<file path="src/rtl/stream_bram_pkg.sv">
// stream_bram_pkg
// Shared constants and the controller state type for the stream-to-BRAM
// writer. The stream beats are packed into wide BRAM words, LANES beats per word.
package stream_bram_pkg;

  localparam int DATA_W = 1024;          // BRAM word width
  localparam int IN_W   = 128;           // stream beat width
  localparam int LANES  = DATA_W / IN_W; // beats per BRAM word
  localparam int ADDR_W = 13;            // BRAM word-address width
  localparam int DEPTH  = 5530;          // BRAM depth in words

  typedef enum logic [1:0] {
    IDLE  = 2'd0,
    PACK  = 2'd1,
    WRITE = 2'd2,
    DONE  = 2'd3
  } state_t;

endpackage

</file>
<file path="src/rtl/stream_bram_writer_if.sv">
// stream_bram_writer_if
// Bundles the Avalon-ST sink (in_valid/in_ready/in_data/in_eop) and the
// BRAM write port (address/chipselect/write/byteenable/writedata).
//   slave  : the writer itself (consumes the stream, drives the BRAM port)
//   master : the environment (drives the stream, observes the BRAM port)
interface stream_bram_writer_if #(
  parameter int DATA_W = stream_bram_pkg::DATA_W,
  parameter int IN_W   = stream_bram_pkg::IN_W,
  parameter int ADDR_W = stream_bram_pkg::ADDR_W
);

  logic                  in_valid;
  logic                  in_ready;
  logic [IN_W-1:0]       in_data;
  logic                  in_eop;

  logic [ADDR_W-1:0]     address;
  logic                  chipselect;
  logic                  write;
  logic [DATA_W/8-1:0]   byteenable;
  logic [DATA_W-1:0]     writedata;

  modport slave (
    input  in_valid, in_data, in_eop,
    output in_ready, address, chipselect, write, byteenable, writedata
  );

  modport master (
    output in_valid, in_data, in_eop,
    input  in_ready, address, chipselect, write, byteenable, writedata
  );

endinterface

</file>
<file path="src/rtl/stream_bram_writer.sv">
// stream_bram_writer
// Packs IN_W-bit stream beats into DATA_W-bit BRAM words and writes them to
// consecutive addresses starting at a latched base, wrapping at DEPTH.
// A word is written after LANES beats or after a beat carrying eop,
// whichever comes first; a transfer ends on eop or after num_words words.
// Ports:
//   clk, reset        : clock, synchronous active-high reset
//   start             : one-cycle pulse, honoured only while idle
//   base_addr         : first word address (latched on start, >= DEPTH -> 0)
//   num_words         : word limit for the transfer (latched on start)
//   bus               : stream sink + BRAM write port (slave modport)
//   busy              : transfer in progress
//   done              : one-cycle completion pulse
//   words_written     : words written in the current/last transfer
//   eop_seen          : eop accepted in the current/last transfer
module stream_bram_writer #(
  parameter int DATA_W = stream_bram_pkg::DATA_W,
  parameter int IN_W   = stream_bram_pkg::IN_W,
  parameter int ADDR_W = stream_bram_pkg::ADDR_W,
  parameter int DEPTH  = stream_bram_pkg::DEPTH
) (
  input  logic                 clk,
  input  logic                 reset,
  input  logic                 start,
  input  logic [ADDR_W-1:0]    base_addr,
  input  logic [ADDR_W:0]      num_words,
  stream_bram_writer_if.slave  bus,
  output logic                 busy,
  output logic                 done,
  output logic [ADDR_W:0]      words_written,
  output logic                 eop_seen
);

  import stream_bram_pkg::*;

  localparam int LANES  = DATA_W / IN_W;
  localparam int LANE_B = IN_W / 8;
  localparam int CNT_W  = $clog2(LANES + 1);
  localparam int LIDX_W = $clog2(LANES);
  localparam logic [ADDR_W-1:0] DEPTH_A = ADDR_W'(DEPTH);
  localparam logic [ADDR_W-1:0] LAST_A  = ADDR_W'(DEPTH - 1);

  state_t              state, state_nxt;
  logic [ADDR_W-1:0]   addr_q;
  logic [ADDR_W:0]     num_q;
  logic [ADDR_W:0]     words_q;
  logic [CNT_W-1:0]    beat_cnt;
  logic [IN_W-1:0]     lane_q [LANES];
  logic                word_eop;   // the word being packed closed on eop
  logic                eop_seen_q;
  logic                done_q;
  logic                accept;
  logic                wr;

  assign accept = (state == PACK) && bus.in_valid;

  always_comb begin
    state_nxt = state;
    case (state)
      IDLE:    if (start) state_nxt = (num_words == '0) ? DONE : PACK;
      PACK:    if (accept && ((beat_cnt == CNT_W'(LANES - 1)) || bus.in_eop))
                 state_nxt = WRITE;
      WRITE:   state_nxt = (word_eop || ((words_q + 1'b1) == num_q)) ? DONE : PACK;
      DONE:    state_nxt = IDLE;
      default: state_nxt = IDLE;
    endcase
  end

  always_ff @(posedge clk) begin
    if (reset) begin
      state      <= IDLE;
      addr_q     <= '0;
      num_q      <= '0;
      words_q    <= '0;
      beat_cnt   <= '0;
      word_eop   <= 1'b0;
      eop_seen_q <= 1'b0;
      done_q     <= 1'b0;
      for (int l = 0; l < LANES; l++) lane_q[l] <= '0;
    end else begin
      state  <= state_nxt;
      done_q <= (state == DONE);
      case (state)
        IDLE: begin
          if (start) begin
            addr_q     <= (base_addr >= DEPTH_A) ? '0 : base_addr;
            num_q      <= num_words;
            words_q    <= '0;
            eop_seen_q <= 1'b0;
          end
        end
        PACK: begin
          if (accept) begin
            lane_q[beat_cnt[LIDX_W-1:0]] <= bus.in_data;
            beat_cnt <= beat_cnt + 1'b1;
            if (bus.in_eop) begin
              word_eop   <= 1'b1;
              eop_seen_q <= 1'b1;
            end
          end
        end
        WRITE: begin
          words_q  <= words_q + 1'b1;
          addr_q   <= (addr_q == LAST_A) ? '0 : addr_q + 1'b1;
          beat_cnt <= '0;
          word_eop <= 1'b0;
          for (int l = 0; l < LANES; l++) lane_q[l] <= '0;
        end
        default: ;
      endcase
    end
  end

  // Gated by reset so a reset landing in the WRITE cycle suppresses the write.
  assign wr = (state == WRITE) && !reset;

  always_comb begin
    bus.byteenable = '0;
    bus.writedata  = '0;
    for (int l = 0; l < LANES; l++) begin
      bus.writedata[l*IN_W +: IN_W] = lane_q[l];
      if (wr && (CNT_W'(l) < beat_cnt)) bus.byteenable[l*LANE_B +: LANE_B] = '1;
    end
  end

  assign bus.chipselect = wr;
  assign bus.write      = wr;
  assign bus.address    = addr_q;
  assign bus.in_ready   = (state == PACK);
  assign busy           = (state != IDLE);
  assign done           = done_q;
  assign words_written  = words_q;
  assign eop_seen       = eop_seen_q;

endmodule

</file>
<file path="src/flat_wrapper.sv">
// flat-port wrapper written by rule: the top's interface ports become plain ports
module stream_bram_writer_flat import stream_bram_pkg::*;
#(
  parameter int DATA_W = stream_bram_pkg::DATA_W,
  parameter int IN_W   = stream_bram_pkg::IN_W,
  parameter int ADDR_W = stream_bram_pkg::ADDR_W,
  parameter int DEPTH  = stream_bram_pkg::DEPTH
)
  (clk, reset, start, base_addr, num_words, busy, done, words_written, eop_seen, bus_in_valid, bus_in_data, bus_in_eop, bus_in_ready, bus_address, bus_chipselect, bus_write, bus_byteenable, bus_writedata);
  stream_bram_writer_if #(.DATA_W(DATA_W), .IN_W(IN_W), .ADDR_W(ADDR_W)) bus_i ();
  input  logic clk;
  input  logic reset;
  input  logic start;
  input  logic [ADDR_W-1:0] base_addr;
  input  logic [ADDR_W:0] num_words;
  output logic busy;
  output logic done;
  output logic [ADDR_W:0] words_written;
  output logic eop_seen;
  input wire logic [$bits(bus_i.in_valid)-1:0] bus_in_valid;
  input wire logic [$bits(bus_i.in_data)-1:0] bus_in_data;
  input wire logic [$bits(bus_i.in_eop)-1:0] bus_in_eop;
  output wire logic [$bits(bus_i.in_ready)-1:0] bus_in_ready;
  output wire logic [$bits(bus_i.address)-1:0] bus_address;
  output wire logic [$bits(bus_i.chipselect)-1:0] bus_chipselect;
  output wire logic [$bits(bus_i.write)-1:0] bus_write;
  output wire logic [$bits(bus_i.byteenable)-1:0] bus_byteenable;
  output wire logic [$bits(bus_i.writedata)-1:0] bus_writedata;
  assign bus_i.in_valid = bus_in_valid;
  assign bus_i.in_data = bus_in_data;
  assign bus_i.in_eop = bus_in_eop;
  assign bus_in_ready = bus_i.in_ready;
  assign bus_address = bus_i.address;
  assign bus_chipselect = bus_i.chipselect;
  assign bus_write = bus_i.write;
  assign bus_byteenable = bus_i.byteenable;
  assign bus_writedata = bus_i.writedata;
  stream_bram_writer #(.DATA_W(DATA_W), .IN_W(IN_W), .ADDR_W(ADDR_W), .DEPTH(DEPTH)) u_core (.clk(clk), .reset(reset), .start(start), .base_addr(base_addr), .num_words(num_words), .bus(bus_i), .busy(busy), .done(done), .words_written(words_written), .eop_seen(eop_seen));
endmodule
</file>
<file path="config.mk">
export PLATFORM = sky130hd
export DESIGN_NAME = stream_bram_writer_flat
export DESIGN_NICKNAME = d
export VERILOG_FILES = /design/src/rtl/stream_bram_pkg.sv /design/src/rtl/stream_bram_writer_if.sv /design/src/rtl/stream_bram_writer.sv /design/src/flat_wrapper.sv
export SDC_FILE = /design/constraint.sdc
export NUM_CORES = 1
export LEC_CHECK = 0
export ABC_AREA = 1
export CORE_AREA = 5 5 520 522
export DETAILED_ROUTE_END_ITERATION = 6
export DIE_AREA = 0 0 525 527
export MAX_ROUTING_LAYER = met4
export SETUP_SLACK_MARGIN = 0.02
export SYNTH_ARGS = -nofsm -noshare
export SYNTH_HDL_FRONTEND = slang
export SYNTH_SLANG_ARGS = --single-unit
</file>
<file path="constraint.sdc">
create_clock -name clk -period 12.4 [get_ports clk]
set_clock_uncertainty 0.05 [all_clocks]
set_input_delay 3.1 -clock clk [delete_from_list [all_inputs] [get_ports clk]]
set_output_delay 3.1 -clock clk [all_outputs]
set_load 0.01 [all_outputs]
</file>
==> results.py <==
metrics = {
    "die": {
        "initial_core_util_pct": 15.0,
        "die_h_um": 527,
        "core-area_mm2": 0.265,
        "fp.dieArea_mm2": 0.277,
        "rows": 189,
        "io_pins": 1345,
        "die_w_um": 525,
    },
    "synthesis": {
        "synth_area_mm2": 0.0397,
        "synth_area_per_cell_um2": 13.8,
        "yosys_warnings": 0,
        "synth_commonest_cells": "nor2_1 (1063), edfxtp_1 (1024), inv_1 (190), buf_4 (161), nand2_1 (104)",
        "yosys_register_bits": 1074,
        "syn-num-nets": 3044,
        "yosys.area.top_type": "edfxtp_1",
        "synth_edf_count": 1024,
        "netlist_instances": 2878,
        "yosysSeqAreaShare_pct": 80.0,
        "synth.most_common_cell": "nor2_1",
        "ys_async_sr_fraction_pct": 0,
        "ys_types": 38,
        "yosys-top-cells-area": "edfxtp_1 (78%), nor2_1 (10%), buf_4 (3.0%), dfxtp_1 (2.5%), inv_1 (1.8%)",
        "synth_top_area_share_pct": 77.5,
        "synth_flop_cell": "edfxtp_1",
    },
    "global_routing": {
        "grt_max_degree": 104,
        "grtUsageTotal_pct": 12.9,
        "grt_overflow_total": 0,
        "grt_pass1_wl_um": 244000,
        "antenna_found_initial": 18,
        "first_global_vias": 28400,
    },
    "critical_path": {
        "worstSetupStartpointType": "input pin",
        "critical_path_class": "in -> out",
        "critPathSlowestCell": "nor2_1",
        "cp.required_ns": 9.25,
        "slowest_delay_ns": 0.95,
        "arrival_ns": 6.07,
        "crit_chain": "clkdlybuf4s50_1, buf_4, nor2_4, inv_1, buf_4, nor2_1, clkdlybuf4s50_1",
        "cp_max_fo": 20,
        "endpoint_kind": "output port",
    },
    "timing": {
        "fin_tns_setup_ns": 0,
        "holdWs_ns": 0.418,
        "clock.fmax_mhz": 108,
        "period_needed_ns": 9.22,
        "slew_violations": 0,
        "timing.slew.headroom_pct": 17.3,
        "finalHoldViolCount": 0,
        "finalSetupViolations": 0,
        "final_min_period_over_clock_period_pct": 74.3,
        "worst_pin_slew_ns": 1.24,
        "rsz0062_at_grt": "no",
    },
    "finish": {
        "final_core_util_pct": 22.8,
        "fin_nets": 4304,
        "nFillCells": 27800,
        "fin_cells": 7775,
        "syn2layout_area_growth_pct": 51.8,
        "drive_gt1_share_pct": 5.84,
    },
    "pwr": {
        "power_mw": 8.69,
        "powerDensity_mw_per_mm2": 144,
        "leakage_nw": 22.0,
        "ir_worst_vdd_mv": 0.122,
    },
    "detailed_routing": {
        "vias_per_cell": 3.61,
        "vias": 28100,
        "wl_per_cell_um": 23.7,
        "ant_nets": 0,
        "drc": 0,
        "drt-initial-drc-count": 2700,
        "wl_um": 184000,
        "drtPass1Iterations": 6,
    },
    "clocking": {
        "numCtsBuffers": 117,
        "cts_buffer_depth": 3,
        "postCtsSetupBuffers": 0,
        "cts.sinks": 1074,
        "postCtsHoldBufs": 0,
        "h-tree-depth": 3,
        "clock_latency_ns": 0.77,
        "post_cts_resized": 0,
        "cts_tree": "done",
        "cts_root_buf": "clkbuf_16",
        "clk_transition_reported_paths_ns": 0.07,
    },
    "run_status": {
        "status": "completed",
    },
    "place": {
        "dp_cells": 7552,
        "port-buffer-count": 1344,
        "gp_routability_congestion": 0.825,
        "dp_hpwl_um": 135000,
    },
    "worst_hold_path": {
        "hold_path.class": "reg -> reg",
    },
    "job": {
        "cap_violations": 0,
    },
}
-- path summary, 6_finish.rpt --
kind | from | end | slack (ns) | cells after the start
worst max register to register | u_core.state[0] | u_core.lane_q[0][110] | 8.30 | 10
worst max-delay path | reset | bus_byteenable[55] | 3.18 | 7
worst min-delay path | u_core.num_q[2] | u_core.num_q[2] | 0.42 | 2
worst min register to register | u_core.num_q[2] | u_core.num_q[2] | 0.42 | 2
-- critical path: cells and delay by family --
family / cells / cell delay [ns]
AND/OR/NAND/NOR: 2 / 1.25
buffers and inverters: 5 / 1.69
-- area by class of cell --
cell class / count / area [µm²] / share of cell area, %
sequential: 1074 / 31800 / 52.7
antenna: 9 / 22.5 / 0.0374
clock buffer: 147 / 3060 / 5.08
multi-input combinational: 1362 / 5690 / 9.45
clock inverter: 67 / 718 / 1.19
timing repair buffer: 1390 / 13800 / 23.0
tap: 3533 / 4420 / 7.34
inverter: 193 / 724 / 1.20
-- metal layers --
layer	up-vias	wire (µm)	track usage (%)
li1	12100	-	-
met1	13900	70300	14.6
met2	1767	88600	21.3
met3	265	18500	4.56
met4	0	6740	4.35
met5	-	0	-
-- where the power goes --
group | internal (mW) | switching (mW)
Combinational | 0.382 | 0.562
Clock | 1.96 | 1.54
Sequential | 4.18 | 0.0714
-- logic make-up after synthesis --
group,share of synthesized area [%]
compound gates,1.45
xor+xnor,0.0883
fa+ha+maj,0.189
buf+inv,5.92
flops,80.0
simple gates,12.3
-- sequential cells by signal, indices dropped and copies added (netlist names) --
name / flops
u_core.words_written: 14
u_core.done: 1
u_core.num_q: 14
u_core.bus.address: 13
u_core.beat_cnt: 4
u_core.lane_q: 1024
u_core.word_eop: 1
u_core.state: 2
u_core.eop_seen: 1
-- stage by stage --
stage          area [µm²]  setup slack, ns
6_report            60200             3.18
5_1_grt             60200             3.01
4_1_cts             60200             3.14
3_5_place_dp        56400             3.14
3_3_place_gp        56400             3.20
2_1_floorplan       39700             4.42
-- placed cells by master (no fill, tap or decap), types with 10 or more instances in the layout --
cell type / netlist / routed
a21oi_1: 28 / 28
buf_4: 161 / 43
bufinv_16: 0 / 10
clkbuf_1: 19 / 28
clkbuf_16: 0 / 117
clkdlybuf4s50_1: 0 / 1344
clkinv_1: 0 / 18
clkinv_2: 0 / 18
dfxtp_1: 50 / 50
edfxtp_1: 1024 / 1024
inv_1: 190 / 189
nand2_1: 104 / 88
nand2_4: 0 / 16
nand3_1: 58 / 58
nor2_1: 1063 / 1062
o21ai_0: 35 / 35
Note: power is estimated with default switching activity, not from simulation.
